--- src/rtl/alu_pipe.sv ---
// alu_pipe: N-bit signed ALU with a valid/ready operand port, a registered result stage and
// an iterative shift-add multiplier sequenced by a two-state FSM.
module alu_pipe #(
  parameter int unsigned N   = 8,
  parameter bit          SAT = 1'b0
) (
  input  logic           clk,
  input  logic           rst,
  input  logic           ena,
  input  logic           in_valid,
  output logic           in_ready,
  input  logic [2:0]     opcode,
  input  logic [N-1:0]   data1,
  input  logic [N-1:0]   data2,
  output logic           out_valid,
  input  logic           out_ready,
  output logic [2*N-1:0] y,
  output logic           zero,
  output logic           neg,
  output logic           ovf,
  output logic           err,
  output logic           busy
);

  localparam int unsigned CntW = (N > 1) ? $clog2(N) : 1;

  localparam logic [2:0] OpAdd = 3'b000;
  localparam logic [2:0] OpSub = 3'b001;
  localparam logic [2:0] OpCmp = 3'b010;
  localparam logic [2:0] OpMin = 3'b011;
  localparam logic [2:0] OpMax = 3'b100;
  localparam logic [2:0] OpAbs = 3'b101;
  localparam logic [2:0] OpMul = 3'b110;

  // Clamp limits expressed at the N+1-bit working width
  localparam logic signed [N:0] SatMax = {2'b00, {(N-1){1'b1}}};
  localparam logic signed [N:0] SatMin = {2'b11, {(N-1){1'b0}}};

  typedef enum logic {StIdle, StMul} state_e;

  state_e           state_q;
  logic [CntW-1:0]  cnt_q;
  logic [2*N-1:0]   acc_q;
  logic [2*N-1:0]   mcand_q;
  logic [N-1:0]     mplier_q;
  logic             msign_q;

  logic             out_valid_q;
  logic [2*N-1:0]   y_q;
  logic             zero_q, neg_q, ovf_q, err_q;

  logic             accept;
  logic signed [N:0] a_ext, b_ext, sum, diff, r;
  logic             lt, gt;
  logic [1:0]       cmp;
  logic [N-1:0]     mn, mx, abs1, abs2;
  logic [N:0]       ad;
  logic [2*N-1:0]   alu_res;
  logic             alu_ovf, alu_err;
  logic [2*N-1:0]   acc_step, product;

  assign in_ready  = ena & (state_q == StIdle) & (~out_valid_q | out_ready);
  assign accept    = in_valid & in_ready;
  assign busy      = (state_q == StMul);
  assign out_valid = out_valid_q;
  assign y         = y_q;
  assign zero      = zero_q;
  assign neg       = neg_q;
  assign ovf       = ovf_q;
  assign err       = err_q;

  // Single-cycle operations and operand conditioning for the multiplier
  always_comb begin
    a_ext   = $signed({data1[N-1], data1});
    b_ext   = $signed({data2[N-1], data2});
    sum     = a_ext + b_ext;
    diff    = a_ext - b_ext;
    lt      = $signed(data1) < $signed(data2);
    gt      = $signed(data1) > $signed(data2);
    cmp     = gt ? 2'd1 : (lt ? 2'd2 : 2'd0);
    mn      = lt ? data1 : data2;
    mx      = gt ? data1 : data2;
    ad      = diff[N] ? -diff : diff;
    // Magnitudes as unsigned N-bit values; -2^(N-1) maps to 2^(N-1) without loss
    abs1    = data1[N-1] ? (~data1 + 1'b1) : data1;
    abs2    = data2[N-1] ? (~data2 + 1'b1) : data2;
    r       = '0;
    alu_res = '0;
    alu_ovf = 1'b0;
    alu_err = 1'b0;
    case (opcode)
      OpAdd, OpSub: begin
        r       = (opcode == OpAdd) ? sum : diff;
        alu_ovf = r[N] ^ r[N-1];
        if (SAT && alu_ovf) begin
          r = r[N] ? SatMin : SatMax;
        end
        alu_res = {{(N-1){r[N]}}, r};
      end
      OpCmp:   alu_res = {{(2*N-2){1'b0}}, cmp};
      OpMin:   alu_res = {{N{mn[N-1]}}, mn};
      OpMax:   alu_res = {{N{mx[N-1]}}, mx};
      OpAbs:   alu_res = {{(N-1){1'b0}}, ad};
      OpMul:   alu_res = '0;
      default: alu_err = 1'b1;
    endcase
  end

  // One shift-add step; the last step's sum feeds the sign correction directly
  always_comb begin
    acc_step = acc_q + (mplier_q[0] ? mcand_q : '0);
    product  = msign_q ? (~acc_step + 1'b1) : acc_step;
  end

  // FSM, multiplier datapath and registered result stage
  always_ff @(posedge clk or posedge rst) begin
    if (rst) begin
      state_q     <= StIdle;
      cnt_q       <= '0;
      acc_q       <= '0;
      mcand_q     <= '0;
      mplier_q    <= '0;
      msign_q     <= 1'b0;
      out_valid_q <= 1'b0;
      y_q         <= '0;
      zero_q      <= 1'b0;
      neg_q       <= 1'b0;
      ovf_q       <= 1'b0;
      err_q       <= 1'b0;
    end else if (ena) begin
      // A consume without a new load empties the stage; loads below override this
      if (out_valid_q && out_ready) begin
        out_valid_q <= 1'b0;
      end
      unique case (state_q)
        StIdle: begin
          if (accept) begin
            if (opcode == OpMul) begin
              acc_q    <= '0;
              mcand_q  <= {{N{1'b0}}, abs1};
              mplier_q <= abs2;
              msign_q  <= data1[N-1] ^ data2[N-1];
              cnt_q    <= '0;
              state_q  <= StMul;
            end else begin
              y_q         <= alu_res;
              zero_q      <= (alu_res == '0);
              neg_q       <= alu_res[2*N-1];
              ovf_q       <= alu_ovf;
              err_q       <= alu_err;
              out_valid_q <= 1'b1;
            end
          end
        end
        StMul: begin
          acc_q    <= acc_step;
          mcand_q  <= {mcand_q[2*N-2:0], 1'b0};
          mplier_q <= {1'b0, mplier_q[N-1:1]};
          cnt_q    <= cnt_q + 1'b1;
          if (cnt_q == CntW'(N - 1)) begin
            cnt_q       <= '0;
            y_q         <= product;
            zero_q      <= (product == '0);
            neg_q       <= product[2*N-1];
            ovf_q       <= 1'b0;
            err_q       <= 1'b0;
            out_valid_q <= 1'b1;
            state_q     <= StIdle;
          end
        end
        default: state_q <= StIdle;
      endcase
    end
  end

endmodule

--- config.mk ---
export PLATFORM = sky130hd
export DESIGN_NAME = alu_pipe
export DESIGN_NICKNAME = d
export VERILOG_FILES = /design/src/rtl/alu_pipe.sv
export SDC_FILE = /design/constraint.sdc
export NUM_CORES = 1
export LEC_CHECK = 0
export ABC_AREA = 1
export CAP_MARGIN = 40
export CELL_PAD_IN_SITES_DETAIL_PLACEMENT = 1
export CELL_PAD_IN_SITES_GLOBAL_PLACEMENT = 2
export CORE_MARGIN = 3
export CORE_UTILIZATION = 23
export CTS_CLUSTER_DIAMETER = 120
export DETAILED_ROUTE_END_ITERATION = 12
export PLACE_DENSITY = 0.73
export SLEW_MARGIN = 20
export SYNTH_ARGS = -nofsm -noshare
export SYNTH_HDL_FRONTEND = slang
export SYNTH_SLANG_ARGS = --single-unit
--- constraint.sdc ---
create_clock -name clk -period 3.85 [get_ports clk]
set_input_delay 0.385 -clock clk [delete_from_list [all_inputs] [get_ports clk]]
set_output_delay 0.385 -clock clk [all_outputs]
set_load 0.01 [all_outputs]
==> impl_metrics.toml, run 1 <==
[status]
status = "finished, final reports clean"

[floorplan]
die_h_um = 171
num_rows = 59
coreArea_mm2 = 0.0265
die_area_mm2 = 0.0294
io_pins = 47
die_w_um = 171
start_util = 0.237

[sta]
clock_skew_ps = 12.5
fin_crit_sh = 0.868
tightest_slew_ps = 710
finalMaxSlewViolations = 0
rsz0062_at_grt = "no"
worst_slack_ps = 507
setup_violations = 0
hold_ws_ps = 414
finalCriticalPeriod_ps = 3340
finalHoldViolCount = 0
max_freq_mhz = 299
maxSlewHeadroom = 0.525
setup_tns_ps = 0

[layout]
stdcell_count = 1397
drive_above_1_share = 0.0697
fin_area_mm2 = 0.00744
n_antenna_cell = 0
fin_nets = 1121
syn_to_final_growth_pct = 18.4

[grt]
grt_antenna_before_repair = 0
grt_pass1_vias = 6756
grt_pass1_wl_mm = 36.8
track_usage = 0.158
grt-ovfl-total = 0
grt_max_degree = 44

[routing]
drc = 0
ant_nets = 0
drt_wl_total_mm = 22.4
wl_met3_um = 464
viasPerCell = 4.64
drt_pass1_iterations = 4
wl_per_cell_um = 16.0
dr.max_layer_used = "met4"
drt-met1-wl_mm = 10.8
drt-initial-drc-count = 305
vias = 6481
wl_met2_mm = 10.9

[worst_hold_path]
min_path_type = "in2async"

[clocking]
cts_buffers = 9
insertion_delay_ps = 350
cts_root_buf = "clkbuf_16"
clockBufferDepth = 2
clkTransAtPathRegs_ps = 60
clock-sinks = 65
cts-resized-gates = 0
cts_htree_levels = 3
cts_tree = "yes"
post_cts_buffers = 0
cts_hold_buf = 0

[synth]
synth_seq_cells = 65
synth_warnings = 0
ys.flop_type = "dfrtp_1"
ys_seq_area_frac = 0.259
synth_nets = 1073
synthDistinctLibCells = 46
synthArstFlopShare = 1.00
syn_area_mm2 = 0.00629
syn_inst = 1009
synth-edff-count = 0
avgSynthCellArea_um2 = 6.23

[critical_path]
crit_arrival_ps = 3570
start_kind = "input pin"
crit_type = "in2reg"
critPathMaxFanout = 5
endpoint_kind = "register"
cp_data_required_time_ps = 4070

[placement]
dp_cells = 1380
place_ws_ps = 175
io_buffers = 46
post_dp_cell_area_mm2 = 0.00714
hpwl_mm = 18.2
place_congestion = 0.842

[pwr]
p_per_area_mw_per_mm2 = 693
vdd_drop_max_mv = 0.244
power.leakage_nw = 3.91

[job]
drv_cap = 0
[flip-flops by register name, summed over array words and instances, names as in the netlist]
signal / flops
acc_q: 16
busy: 1
cnt_q: 3
err: 1
mcand_q: 16
mplier_q: 8
msign_q: 1
out_valid: 1
ovf: 1
y: 16
zero: 1
[final timing paths]
path / from / to / slack (ps) / depth (start not counted)
max reg2reg: mcand_q[0] / zero / 580 / 19
min: rst / mplier_q[3] / 410 / 2
max in group asynchronous: rst / busy / 2660 / 3
max: data1[0] / zero / 510 / 20
min reg2reg: mplier_q[2] / mplier_q[2] / 480 / 2
min in group clk: mplier_q[2] / mplier_q[2] / 480 / 2
[report_power, final]
part / total [mW] / switching (mW) / internal (mW)
Sequential: 1.19 / 0.219 / 0.976
Combinational: 3.12 / 2.01 / 1.11
Clock: 0.849 / 0.332 / 0.517
Total: 5.16 / 2.56 / 2.60
[per-layer routing]
metal / vias up / track usage
met2: 77 / 0.276
met3: 13 / 0.0207
met4: 0 / 0.0339
met1: 3066 / 0.209
met5: - / 0
li1: 3325 / -
[placed cells by master (no fill, tap or decap), types with 7 or more instances in the layout]
| cell type | Yosys | final |
|---|---|---|
| ha_1 | 37 | 37 |
| nand4_1 | 9 | 9 |
| o22ai_1 | 10 | 10 |
| xor2_1 | 7 | 7 |
| nand2_1 | 336 | 336 |
| nor2_1 | 78 | 77 |
| a21oi_1 | 28 | 28 |
| nand3_1 | 95 | 95 |
| inv_1 | 150 | 149 |
| nand2_2 | 14 | 14 |
| clkbuf_16 | 0 | 9 |
| clkdlybuf4s50_1 | 0 | 46 |
| o21ai_0 | 69 | 69 |
| nor3_1 | 13 | 13 |
| o211ai_1 | 11 | 11 |
| dfrtp_1 | 65 | 65 |
| nand3_2 | 7 | 7 |
| buf_4 | 2 | 18 |
| a2bb2oi_1 | 7 | 7 |
[critical path, stage by stage]
cell and delay (ps):
clkdlybuf4s50_1 510, inv_1 150, ha_1 230, inv_1 110, fa_1 480, inv_1 130
ha_1 190, inv_1 50, nor2_1 130, nand2_1 120, nor2_1 110, nand2_1 110
nor3_1 420, nor2_1 70, nand3_1 90, nor2_1 40, nand2_1 50, nand2_1 50
nand2_1 70, nand2_1 60
[final cells by class]
| cell class | instances | area, um^2 |
|---|---|---|
| clock buffers | 11 | 243 |
| inverters | 153 | 574 |
| clock inverters | 5 | 55.1 |
| well taps | 335 | 419 |
| fillers | 3420 | 19100 |
| flip-flops and latches | 65 | 1630 |
| multi-input cells | 763 | 3920 |
| repair buffers | 65 | 607 |
[through the flow]
step           total power, mW   util
6_report                  5.16  0.281
5_1_grt                   5.71  0.281
4_1_cts                   5.25  0.280
3_5_place_dp              4.37  0.269
3_3_place_gp              4.32  0.269
2_1_floorplan             3.33      -
[cell families (layout without fill, tap and decap cells)]
logic type | Yosys count | after routing | synth area share
AOI/OAI and AO/OA | 145 | 145 | 0.135
xor gates and xnor gates | 10 | 10 | 0.0151
adders and majority gates | 40 | 40 | 0.0832
buffers and inverters | 181 | 234 | 0.119
DFF | 65 | 65 | 0.259
and+or+nand+nor | 568 | 568 | 0.390
[cell usage after synthesis, types with 4 or more instances]
cell         n  area (um^2)
nand2_1    336         1260
inv_1      150          563
nand3_1     95          475
nor2_1      78          293
o21ai_0     69          345
dfrtp_1     65         1630
ha_1        37          463
a21oi_1     28          140
clkbuf_1    16         60.1
nand2_2     14         87.6
nor3_1      13         65.1
o211ai_1    11         82.6
o22ai_1     10         62.6
nand4_1      9         56.3
a2bb2oi_1    7         61.3
nand3_2      7         70.1
xor2_1       7         61.3
buf_6        6         67.6
nand3b_1     4         30.0
o21ai_1      4         20.0
Power figures use the tool's default switching activity.
==> run 2: changes to the inputs <==
--- a/config.mk
+++ b/config.mk
@@ -7,13 +7,14 @@
 export LEC_CHECK = 0
 export ABC_AREA = 1
 export CAP_MARGIN = 40
-export CELL_PAD_IN_SITES_DETAIL_PLACEMENT = 1
-export CELL_PAD_IN_SITES_GLOBAL_PLACEMENT = 2
+export CELL_PAD_IN_SITES_DETAIL_PLACEMENT = 0
+export CELL_PAD_IN_SITES_GLOBAL_PLACEMENT = 1
 export CORE_MARGIN = 3
 export CORE_UTILIZATION = 23
 export CTS_CLUSTER_DIAMETER = 120
+export CTS_CLUSTER_SIZE = 25
 export DETAILED_ROUTE_END_ITERATION = 12
-export PLACE_DENSITY = 0.73
+export PLACE_DENSITY = 0.62
 export SLEW_MARGIN = 20
 export SYNTH_ARGS = -nofsm -noshare
 export SYNTH_HDL_FRONTEND = slang
==> constraint.sdc (replaced) <==
create_clock -name clk -period 3.65 [get_ports clk]
set_input_delay 0.365 -clock clk [delete_from_list [all_inputs] [get_ports clk]]
set_output_delay 0.365 -clock clk [all_outputs]
set_load 0.01 [all_outputs]
==> run 2 against run 1 <==
  * Flip-flop and latch count did not move
  * Design area rose by 1.4%
  * Via count decreased by 1.2%
  * Critical endpoint unchanged
  * Largest power group unchanged
==> impl_metrics.toml, run 2 (synthesis results as in run 1) <==
[grt]
track_usage = 0.144
grt-ovfl-total = 0
grt_pass1_vias = 6194
grt_antenna_before_repair = 0
grt_max_degree = 44
grt_pass1_wl_mm = 33.3

[clocking]
clockBufferDepth = 2
cts_tree = "yes"
insertion_delay_ps = 340
clkTransAtPathRegs_ps = 60
cts_htree_levels = 3
clock-sinks = 65
cts_hold_buf = 0
cts_buffers = 9
cts-resized-gates = 0
cts_root_buf = "clkbuf_16"
post_cts_buffers = 0

[routing]
ant_nets = 0
viasPerCell = 4.55
drt_pass1_iterations = 5
wl_per_cell_um = 14.7
drt-initial-drc-count = 392
drc = 0
vias = 6406
drt_wl_total_mm = 20.7

[pwr]
vdd_drop_max_mv = 0.278
switchingPower_mw = 2.62
p_comb_frac = 0.601
p_per_area_mw_per_mm2 = 710
p_seq_frac = 0.235
swShare = 0.488
pwr-share-clk = 0.164
power.leakage_nw = 3.97
power.internal_mw = 2.74

[sta]
setup_tns_ps = 0
finalMaxSlewViolations = 0
maxSlewHeadroom = 0.446
fin_crit_sh = 0.901
clock_skew_ps = 9.55
setup_violations = 0
rsz0062_at_grt = "no"
tightest_slew_ps = 831
finalHoldViolCount = 0
max_freq_mhz = 304
finalCriticalPeriod_ps = 3290

[layout]
post-route-util = 0.285
final_cell_mix = "nand2_1, inv_1, nand3_1, nor2_1, o21ai_0"
n_antenna_cell = 0
drive_above_1_share = 0.0782
fin_nets = 1133
final_common_cell = "nand2_1"
syn_to_final_growth_pct = 20.0

[critical_path]
crit_arrival_ps = 3520
start_kind = "register"
cp_data_required_time_ps = 3880
crit_buf_inv = 2
endpoint_kind = "register"
cpMostUsedCell = "nand2_1"
critPathTopFamily = "simple AND/OR/NAND/NOR gates"
crit_type = "reg2reg"
crit_chain = "nand2_1 > inv_1 > ha_1 > fa_1 > inv_1 > ha_1 > a21boi_0 > nand3_1 > nor2_1 > nand4_2 > nor2_2 > nand2_1 > nand2_2 > xor2_1 > nor2_1 > nand3_1 > nand2_1 > nand2_1 > nand2_1"
cp_slowest_cell = "fa_1"
critical_path.max_stage_delay_ps = 470
critPathMaxFanout = 4

[floorplan]
start_util = 0.237
die_h_um = 171
die_w_um = 171
die_area_mm2 = 0.0294
io_pins = 47
num_rows = 59
coreArea_mm2 = 0.0265

[worst_hold_path]
min_path_type = "in2async"

[placement]
hpwl_mm = 16.7
place_congestion = 0.878
io_buffers = 46

[job]
drv_cap = 0

[status]
status = "finished, final reports clean"
==> run 2: cell types whose count changed in the layout (fill, tap and decap cells not counted), sizes merged <==
cell and change:
clkinvlp -2, clkbuf +2, buf +12
==> run 2: cell type report <==
cell class / count / area (um^2)
clock buffer: 13 / 250
clock inverter: 3 / 40.0
fill: 2999 / 19000
inverter: 153 / 574
multi-input combinational: 763 / 3920
sequential: 65 / 1630
tap: 335 / 419
timing repair buffer: 77 / 718
==> run 2: path summary, 6_finish.rpt <==
check	cells after the start	start	endpoint	slack (ps)
max	19	mcand_q[0]	zero	360
max in group asynchronous	4	rst	ovf	2760
min in group clk	2	mplier_q[3]	mplier_q[3]	480
min	2	rst	mplier_q[4]	240
min reg2reg	2	mplier_q[3]	mplier_q[3]	480
max reg2reg	19	mcand_q[0]	zero	360
==> run 2: power groups by stage <==
stage	Combinational (mW)	Sequential, mW	Clock (mW)
floorplan	2.28	1.23	0
global placement	3.26	1.27	0
detailed placement	3.27	1.27	0
CTS	3.28	1.26	0.897
global route	3.71	1.31	0.920
finish	3.22	1.26	0.876
==> run 2: routing by layer <==
metal / routed length, um / global-route usage
met1: 9940 / 0.188
met2: 9690 / 0.244
met3: 562 / 0.0207
met4: 548 / 0.0472
met5: 0 / 0
==> run 2: worst reg2reg max path, stage by stage, from the launching register on <==
cell,delay (ps)
dfrtp_1,390
nand2_1,70
inv_1,50
ha_1,240
fa_1,470
inv_1,110
ha_1,180
a21boi_0,210
nand3_1,140
nor2_1,190
nand4_2,170
nor2_2,150
nand2_1,80
nand2_2,80
xor2_1,240
nor2_1,80
nand3_1,140
nand2_1,70
nand2_1,60
nand2_1,60
==> run 2: per-stage QoR <==
stage / power (mW) / cell area, um^2 / worst slack (ps) / std cells / hold slack [ps]
after floorplan: 3.51 / 6290 / 772 / 1009 / 448
after global placement: 4.53 / 7240 / 183 / 1392 / 461
after detailed placement: 4.54 / 7260 / 110 / 1393 / 468
after CTS: 5.44 / 7550 / 359 / 1409 / 235
after global routing: 5.94 / 7550 / 37.5 / 1409 / 262
final: 5.36 / 7550 / 360 / 1409 / 236
==> run 3: changes to the inputs <==
==> constraint.sdc (replaced) <==
create_clock -name clk -period 3.65 [get_ports clk]
set_input_delay 0.365 -clock clk [delete_from_list [all_inputs] [get_ports clk]]
set_output_delay 0.365 -clock clk [all_outputs]
set_load 0.02 [all_outputs]
==> results of run 3 <==
Same layout as run 2 (identical final DEF). Status: finished, final reports clean.
Among the figures that moved: total power 5.36 mW -> 5.45 mW
